`config.mk`:
```
export PLATFORM = sky130hd
export DESIGN_NAME = ram_copy_engine
export DESIGN_NICKNAME = d
export VERILOG_FILES = /design/src/rtl/ram_copy_engine.sv
export SDC_FILE = /design/constraint.sdc
export NUM_CORES = 1
export LEC_CHECK = 0
export BUFFER_PORTS_ARGS = -buffer_cell sky130_fd_sc_hd__clkbuf_2
export CAP_MARGIN = 20
export CORE_MARGIN = 2
export CORE_UTILIZATION = 58
export DETAILED_ROUTE_END_ITERATION = 6
export GPL_ROUTABILITY_DRIVEN = 1
export PLACE_DENSITY = 0.95
export SLEW_MARGIN = 20
export SYNTH_ARGS = -nofsm -noshare
export SYNTH_HDL_FRONTEND = slang
export SYNTH_SLANG_ARGS = --single-unit
```
`constraint.sdc`:
```
create_clock -name clock -period 5.61 [get_ports clock]
set_input_delay 0.2805 -clock clock [delete_from_list [all_inputs] [get_ports clock]]
set_output_delay 0.2805 -clock clock [all_outputs]
set_load 0.01 [all_outputs]
```
`src/rtl/ram_copy_engine.sv`:
```
// Block copy / block fill initiator for a single-port word RAM with combinational read.
// Copy alternates one READ and one WRITE cycle per word; fill writes one word per cycle.
module ram_copy_engine #(
    parameter int AW = 14,
    parameter int DW = 16
) (
    input  logic          clock,
    input  logic          reset,
    input  logic          start,
    input  logic          mode,
    input  logic [AW-1:0] src,
    input  logic [AW-1:0] dst,
    input  logic [AW:0]   len,
    input  logic [DW-1:0] fill_value,
    output logic          busy,
    output logic          done,
    output logic [AW-1:0] mem_address,
    output logic [DW-1:0] mem_in,
    output logic          mem_load,
    input  logic [DW-1:0] mem_out,
    output logic [1:0]    dbg_state
);

    typedef enum logic [1:0] {
        S_IDLE  = 2'd0,
        S_READ  = 2'd1,
        S_WRITE = 2'd2,
        S_DONE  = 2'd3
    } state_t;

    state_t        state_q, state_d;
    logic          mode_q, mode_d;
    logic [AW-1:0] src_q, src_d;
    logic [AW-1:0] dst_q, dst_d;
    logic [AW:0]   count_q, count_d;
    logic [DW-1:0] fill_q, fill_d;
    logic [DW-1:0] data_q, data_d;
    logic          busy_q, busy_d;
    logic          done_q, done_d;
    logic          load_q, load_d;
    logic [AW-1:0] addr_q, addr_d;
    logic [DW-1:0] in_q, in_d;

    always_comb begin
        state_d = state_q;
        mode_d  = mode_q;
        src_d   = src_q;
        dst_d   = dst_q;
        count_d = count_q;
        fill_d  = fill_q;
        data_d  = data_q;
        unique case (state_q)
            S_IDLE: begin
                if (start) begin
                    mode_d  = mode;
                    src_d   = src;
                    dst_d   = dst;
                    count_d = len;
                    fill_d  = fill_value;
                    if (len == '0) begin
                        state_d = S_DONE;
                    end else if (mode) begin
                        state_d = S_WRITE;
                    end else begin
                        state_d = S_READ;
                    end
                end
            end
            S_READ: begin
                data_d  = mem_out;
                state_d = S_WRITE;
            end
            S_WRITE: begin
                dst_d   = dst_q + AW'(1);
                count_d = count_q - (AW+1)'(1);
                if (!mode_q) begin
                    src_d = src_q + AW'(1);
                end
                if (count_q == (AW+1)'(1)) begin
                    state_d = S_DONE;
                end else if (mode_q) begin
                    state_d = S_WRITE;
                end else begin
                    state_d = S_READ;
                end
            end
            S_DONE: begin
                state_d = S_IDLE;
            end
            default: begin
                state_d = S_IDLE;
            end
        endcase

        // Outputs are registered: decode them from the state being entered.
        busy_d = (state_d == S_READ) || (state_d == S_WRITE);
        done_d = (state_d == S_DONE);
        load_d = (state_d == S_WRITE);
        addr_d = '0;
        in_d   = '0;
        if (state_d == S_READ) begin
            addr_d = src_d;
        end else if (state_d == S_WRITE) begin
            addr_d = dst_d;
            in_d   = mode_d ? fill_d : data_d;
        end
    end

    always_ff @(posedge clock) begin
        if (reset) begin
            state_q <= S_IDLE;
            mode_q  <= 1'b0;
            src_q   <= '0;
            dst_q   <= '0;
            count_q <= '0;
            fill_q  <= '0;
            data_q  <= '0;
            busy_q  <= 1'b0;
            done_q  <= 1'b0;
            load_q  <= 1'b0;
            addr_q  <= '0;
            in_q    <= '0;
        end else begin
            state_q <= state_d;
            mode_q  <= mode_d;
            src_q   <= src_d;
            dst_q   <= dst_d;
            count_q <= count_d;
            fill_q  <= fill_d;
            data_q  <= data_d;
            busy_q  <= busy_d;
            done_q  <= done_d;
            load_q  <= load_d;
            addr_q  <= addr_d;
            in_q    <= in_d;
        end
    end

    assign busy        = busy_q;
    assign done        = done_q;
    assign mem_load    = load_q;
    assign mem_address = addr_q;
    assign mem_in      = in_q;
    assign dbg_state   = state_q;

endmodule

```
### Word level (Yosys, flattened, before mapping)

Index checks and enable logic that the tools add are counted.

| operators by class | value |
|---|---|
| $add $sub $neg | 3 |
| multiplexer cells | 21 |
| bitwise gates (word level) | 1 |
| equality and inequality tests | 8 |
| reduce and logical (&&, ||, !) cells | 6 |

Operators with widths:

| kind | count |
|---|---|
| 2-to-1 mux 14 bit | 5 |
| 2-to-1 mux 16 bit | 4 |
| case mux 14 bit (2 select lines) | 2 |
| case mux 15 bit (2 select lines) | 1 |
| adder 14 x 1 -> 14 bit (second input constant) | 2 |
| == test 15 x 1 -> 1 bit (second input constant) | 1 |
| zero test 15 bit | 1 |
| 2-to-1 mux 15 bit | 1 |
| subtractor 15 x 1 -> 15 bit (second input constant) | 1 |
| 2-to-1 mux 2 bit | 5 |
| == test 2 bit (second input constant) | 4 |
| case mux 2 bit (4 select lines) | 1 |
| == test 2 x 1 -> 1 bit (second input constant) | 2 |
| OR reduction 3 bit | 1 |
| zero test 2 bit | 1 |
| 2-to-1 mux 1 bit | 2 |
| inequality test 2 bit (second input constant) | 1 |
| AND reduction 2 bit | 1 |
| nonzero test 2 bit | 1 |
| logical OR 1 bit | 1 |
| inverter 1 bit | 1 |

| storage, ports and cells | value |
|---|---|
| logic and storage cells | 51 |
| output and inout port bits | 35 |
| register bits | 111 |
| input bits | 79 |

### Longest topological paths before layout

| depth | value |
|---|---|
| word-level depth | 7 |
| mapped depth | 9 |
| mapped depth without buffers | 8 |

### Worst setup path before layout

No wires, ideal clock.

| path | value |
|---|---|
| path type | register -> register |
| start point | register count_q[1] |
| end point | register in_q[0], in the netlist mem_in[0] |
| cell stages (with the launch flop) | 10 |
| setup slack | 3.702 ns |
| setup time | 0.079 ns |
| arrival time | 1.828 ns |
| clock period less this slack | 1.908 ns |
| data required time | 5.531 ns |
| buffers on the path | 2 |
| cells stage by stage | dfxtp_1 -> inv_1 -> ha_1 -> nor4b_1 -> and4_1 -> o211ai_1 -> or3_1 -> buf_2 -> buf_6 -> a211oi_2 |

| on the way | value |
|---|---|
| longest elaborated chain between the ends | 6 |
| elaborated cells on any way between the ends | 7 |
| classes of those cells | eq/ne (3); mux (2); bitwise (1); reduce/logical (1) |

Ends and longest elaborated chain:

| item | line | RTL |
|---|---|---|
| start, declared | 35 | `logic [AW:0] count_q, count_d;` |
| start signal, assigned | 128 | `count_q <= count_d;` |
| == test 15 x 1 -> 1 bit * | 79 | `if (count_q == (AW+1)'(1)) begin` |
| 2-to-1 mux 2 bit * | 79 |  |
| case mux 2 bit (4 select lines) * | 52 | `unique case (state_q)` |
| == test 2 bit | 103 | `end else if (state_d == S_WRITE) begin` |
| inverter 1 bit (no line) | n/a |  |
| OR reduction 3 bit (no line) * | n/a |  |
| end signal, assigned | 135 | `in_q <= in_d;` |
| end, declared | 42 | `logic [DW-1:0] in_q, in_d;` |

Mark *: on every way between the ends. The rest lies on a longest branch, timed or not.
A chain may end at the register's enable or synchronous reset.

### Worst setup path after layout

| path | value |
|---|---|
| start point | register state_q[1], in the netlist dbg_state[1] |
| end point | register in_q[2], in the netlist mem_in[2] |

| on the way | value |
|---|---|
| longest elaborated chain between the ends | 5 |
| elaborated cells on any way between the ends | 14 |
| classes of those cells | eq/ne (5); mux (6); bitwise (1); reduce/logical (2) |

Ends and longest elaborated chain:

| item | line | RTL |
|---|---|---|
| start, declared | 31 | `state_t state_q, state_d;` |
| start signal, assigned | 124 | `state_q <= state_d;` |
| == test 2 bit, or another cell as far along | 52 |  |
| case mux 2 bit (4 select lines) | 52 |  |
| == test 2 bit | 103 |  |
| inverter 1 bit (no line) | n/a |  |
| OR reduction 3 bit (no line) | n/a |  |

Parallel ways exist; a longest one is shown, timed or not.

==> impl_metrics.ini <==
[clock_network]
clock_path_buffers = 2
cts_root_buffer = clkbuf_8
hold_buffers = 0
cts.sinks = 111
clock_latency_ns = 0.39
cts_tree = done
post-cts-setup-buffers = 0
htreeDepth = 3
cts.clk_slew.worst_paths_ns = 0.12
post_cts_resized = 0
cts_buffers = 9

[finish]
fillers = 707
layout_common_cells = 113 x clkbuf_2, 111 x dfxtp_1, 62 x nand2_1
drive_above_1_share_pct = 24.3
final_common_cell = clkbuf_2
antenna_cells = 0
nets = 745
area.growth.synth_to_final_pct = 15.9

[run_status]
outcome = finished, final reports clean

[sta]
worst_slew_pin_slew_ns = 1.12
setup_violations = 0
min_period_over_period_pct = 59.7
setup_tns_ns = 0
grt_setup_unrepaired = false
finalHoldViolCount = 0
drv_slew = 0
final.min_clock_period_ns = 3.35
max_freq_ghz = 0.299
slew_headroom_pct = 25.3
whs_ns = 0.128
clock_skew_ns = 0.0188

[hold_path]
hold_path.class = input pin to flop
holdCritStartpoint = fill_value[3]

[die]
die_w_microns = 97.8
chipHeight_microns = 97.8
die-area_sq_um = 9560
io_pins = 114
num_rows = 34
core_area_sq_um = 8640
start_util_pct = 59.1

[synthesis]
synthMuxAreaShare_pct = 3.92
synth_seq_area_share_pct = 43.6
synth_fa_ha_area_share_pct = 0.981
synth-compound-area-share_pct = 24.2
synth-async-reset-ratio_pct = 0
synth_xor_area_share_pct = 1.54
synth_top_family_by_area = compound AO/OA/AOI/OAI gates
synth_cell_types = 66
netlist_area_sq_um = 5100
yosysTopAreaCellShare_pct = 43.6
synth_fp_nets = 655
synth_cells = 572
yosysWarningCount = 0
synthTopCellsByArea = dfxtp_1 44%, nand2_1 4.6%, a21oi_1 4.4%
synth_flop_cell = dfxtp_1
synth-seq-cells = 111
synth_edf_count = 0
synth_simple_gate_area_share_pct = 21.4
yosysTopAreaCell = dfxtp_1
syn_avg_cell_area_sq_um = 8.92

[grt]
grt_pass1_wl_mm = 22.9
grt_overflow = 0
grt_usage_pct = 29.3
grt_pass1_vias = 4806
antenna_found_initial = 0
grt_max_degree = 68

[setup_path]
cp-end-kind = flop
crit_fanout = 27
path_class = flop to flop
cp.required_ns = 5.92
worst_setup_path_start_kind = flop
worstReg2RegStart = dbg_state[1]
startpoint = dbg_state[1]
critPathArrivalTime_ns = 3.66

[job]
drv_cap = 0

[detailed_routing]
wl_mm = 14.1
ant_nets = 0
wire_per_inst_microns = 18.1
remaining_drc_errors = 0
first_pass_iters = 6
viasPerCell = 6.42
via_count = 4977
drt_iter0_drc = 568

[power_and_ir_drop]
power.leakage_nw = 2.39
ir_drop_mv = 0.154
power_density_nw_per_um2 = 291

[placement]
port_buffers = 113
dp_hpwl_mm = 9.90
gp_congestion = 0.925
==> stage by stage <==
step           instances  utilization, %  setup slack (ns)  total power [mW]  cell area, sq um
2_1_floorplan        572               -              3.70              1.12              5100
3_3_place_gp         758            65.6              2.15              1.21              5670
3_5_place_dp         759            66.0              2.43              1.23              5700
4_1_cts              775            68.4              2.44              1.71              5900
5_1_grt              775            68.5              2.07              1.78              5910
6_report             775            68.5              2.26              1.72              5910
==> power breakdown <==
| group | switching [mW] | total (mW) | internal, mW |
|---|---|---|---|
| clock network | 0.312 | 0.491 | 0.180 |
| registers | 0.0547 | 0.898 | 0.843 |
| logic | 0.196 | 0.330 | 0.134 |
| total | 0.562 | 1.72 | 1.16 |
==> path summary, 6_finish.rpt <==
check / slack [ns] / end / depth (start not counted)
setup / recovery: 2.26 / mem_in[2] / 6
hold / removal: 0.13 / fill_q[3] / 3
setup reg to reg: 2.26 / mem_in[2] / 6
hold reg to reg: 0.47 / fill_q[7] / 2
==> sequential cells by signal, indices dropped and copies added (netlist names) <==
signal and cells:
mode_q 1, dst_q 14, src_q 14, count_q 15, data_q 16, mem_load 1, mem_in 16, fill_q 16
dbg_state 2, done 1, mem_address 14, busy 1
==> cell families after synthesis <==
family,Yosys count
compound gates,168
simple gates,209
flops,111
fa+ha+maj,4
xor+xnor,9
mux,20
buf+inv,51
==> synth_stat cells, types with 3 or more instances <==
| cell | instances |
|---|---|
| a211oi_1 | 3 |
| a211oi_2 | 17 |
| a21o_1 | 3 |
| a21oi_1 | 45 |
| a221oi_1 | 4 |
| a222oi_1 | 3 |
| a22o_1 | 5 |
| a22oi_1 | 10 |
| a2bb2o_1 | 4 |
| a31oi_1 | 8 |
| and2_1 | 5 |
| and3b_1 | 17 |
| buf_2 | 9 |
| buf_6 | 3 |
| clkbuf_1 | 25 |
| dfxtp_1 | 111 |
| ha_1 | 4 |
| inv_1 | 10 |
| mux2i_1 | 20 |
| nand2_1 | 62 |
| nand3_1 | 13 |
| nand4_1 | 11 |
| nor2_1 | 47 |
| nor2b_1 | 5 |
| nor3_1 | 11 |
| nor4_1 | 12 |
| o211ai_1 | 5 |
| o21ai_0 | 19 |
| o221ai_1 | 6 |
| o22ai_1 | 8 |
| o2bb2ai_1 | 4 |
| o311ai_0 | 5 |
| o31ai_1 | 4 |
| or3_1 | 4 |
| or4_1 | 4 |
| xnor2_1 | 6 |
| xor2_1 | 3 |
==> critical path, stage by stage, from the launching register on <==
cell      delay, ns
dfxtp_1        1.01
nand2b_1       0.72
o21ai_0        0.30
o211ai_1       0.15
or3_1          0.63
buf_16         0.27
a211oi_2       0.18
==> final cells by class <==
cell class / count / area, sq um / share of cell area (%)
Multi-Input combinational cell: 410 / 2680 / 45.2
Sequential cell: 111 / 2220 / 37.6
Timing Repair Buffer: 119 / 631 / 10.7
Tap cell: 108 / 135 / 2.29
Clock buffer: 9 / 124 / 2.10
Clock inverter: 7 / 83.8 / 1.42
Inverter: 11 / 41.3 / 0.698
==> routing by layer <==
| layer | up-vias | global-route usage (%) | wire (microns) |
|---|---|---|---|
| li1 | 2315 | - | - |
| met1 | 2278 | 37.9 | 5660 |
| met2 | 346 | 48.7 | 6490 |
| met5 | - | 0 | 0 |
| met3 | 38 | 6.87 | 1560 |
| met4 | 0 | 9.62 | 348 |
Note: power is estimated with default switching activity, not from simulation.
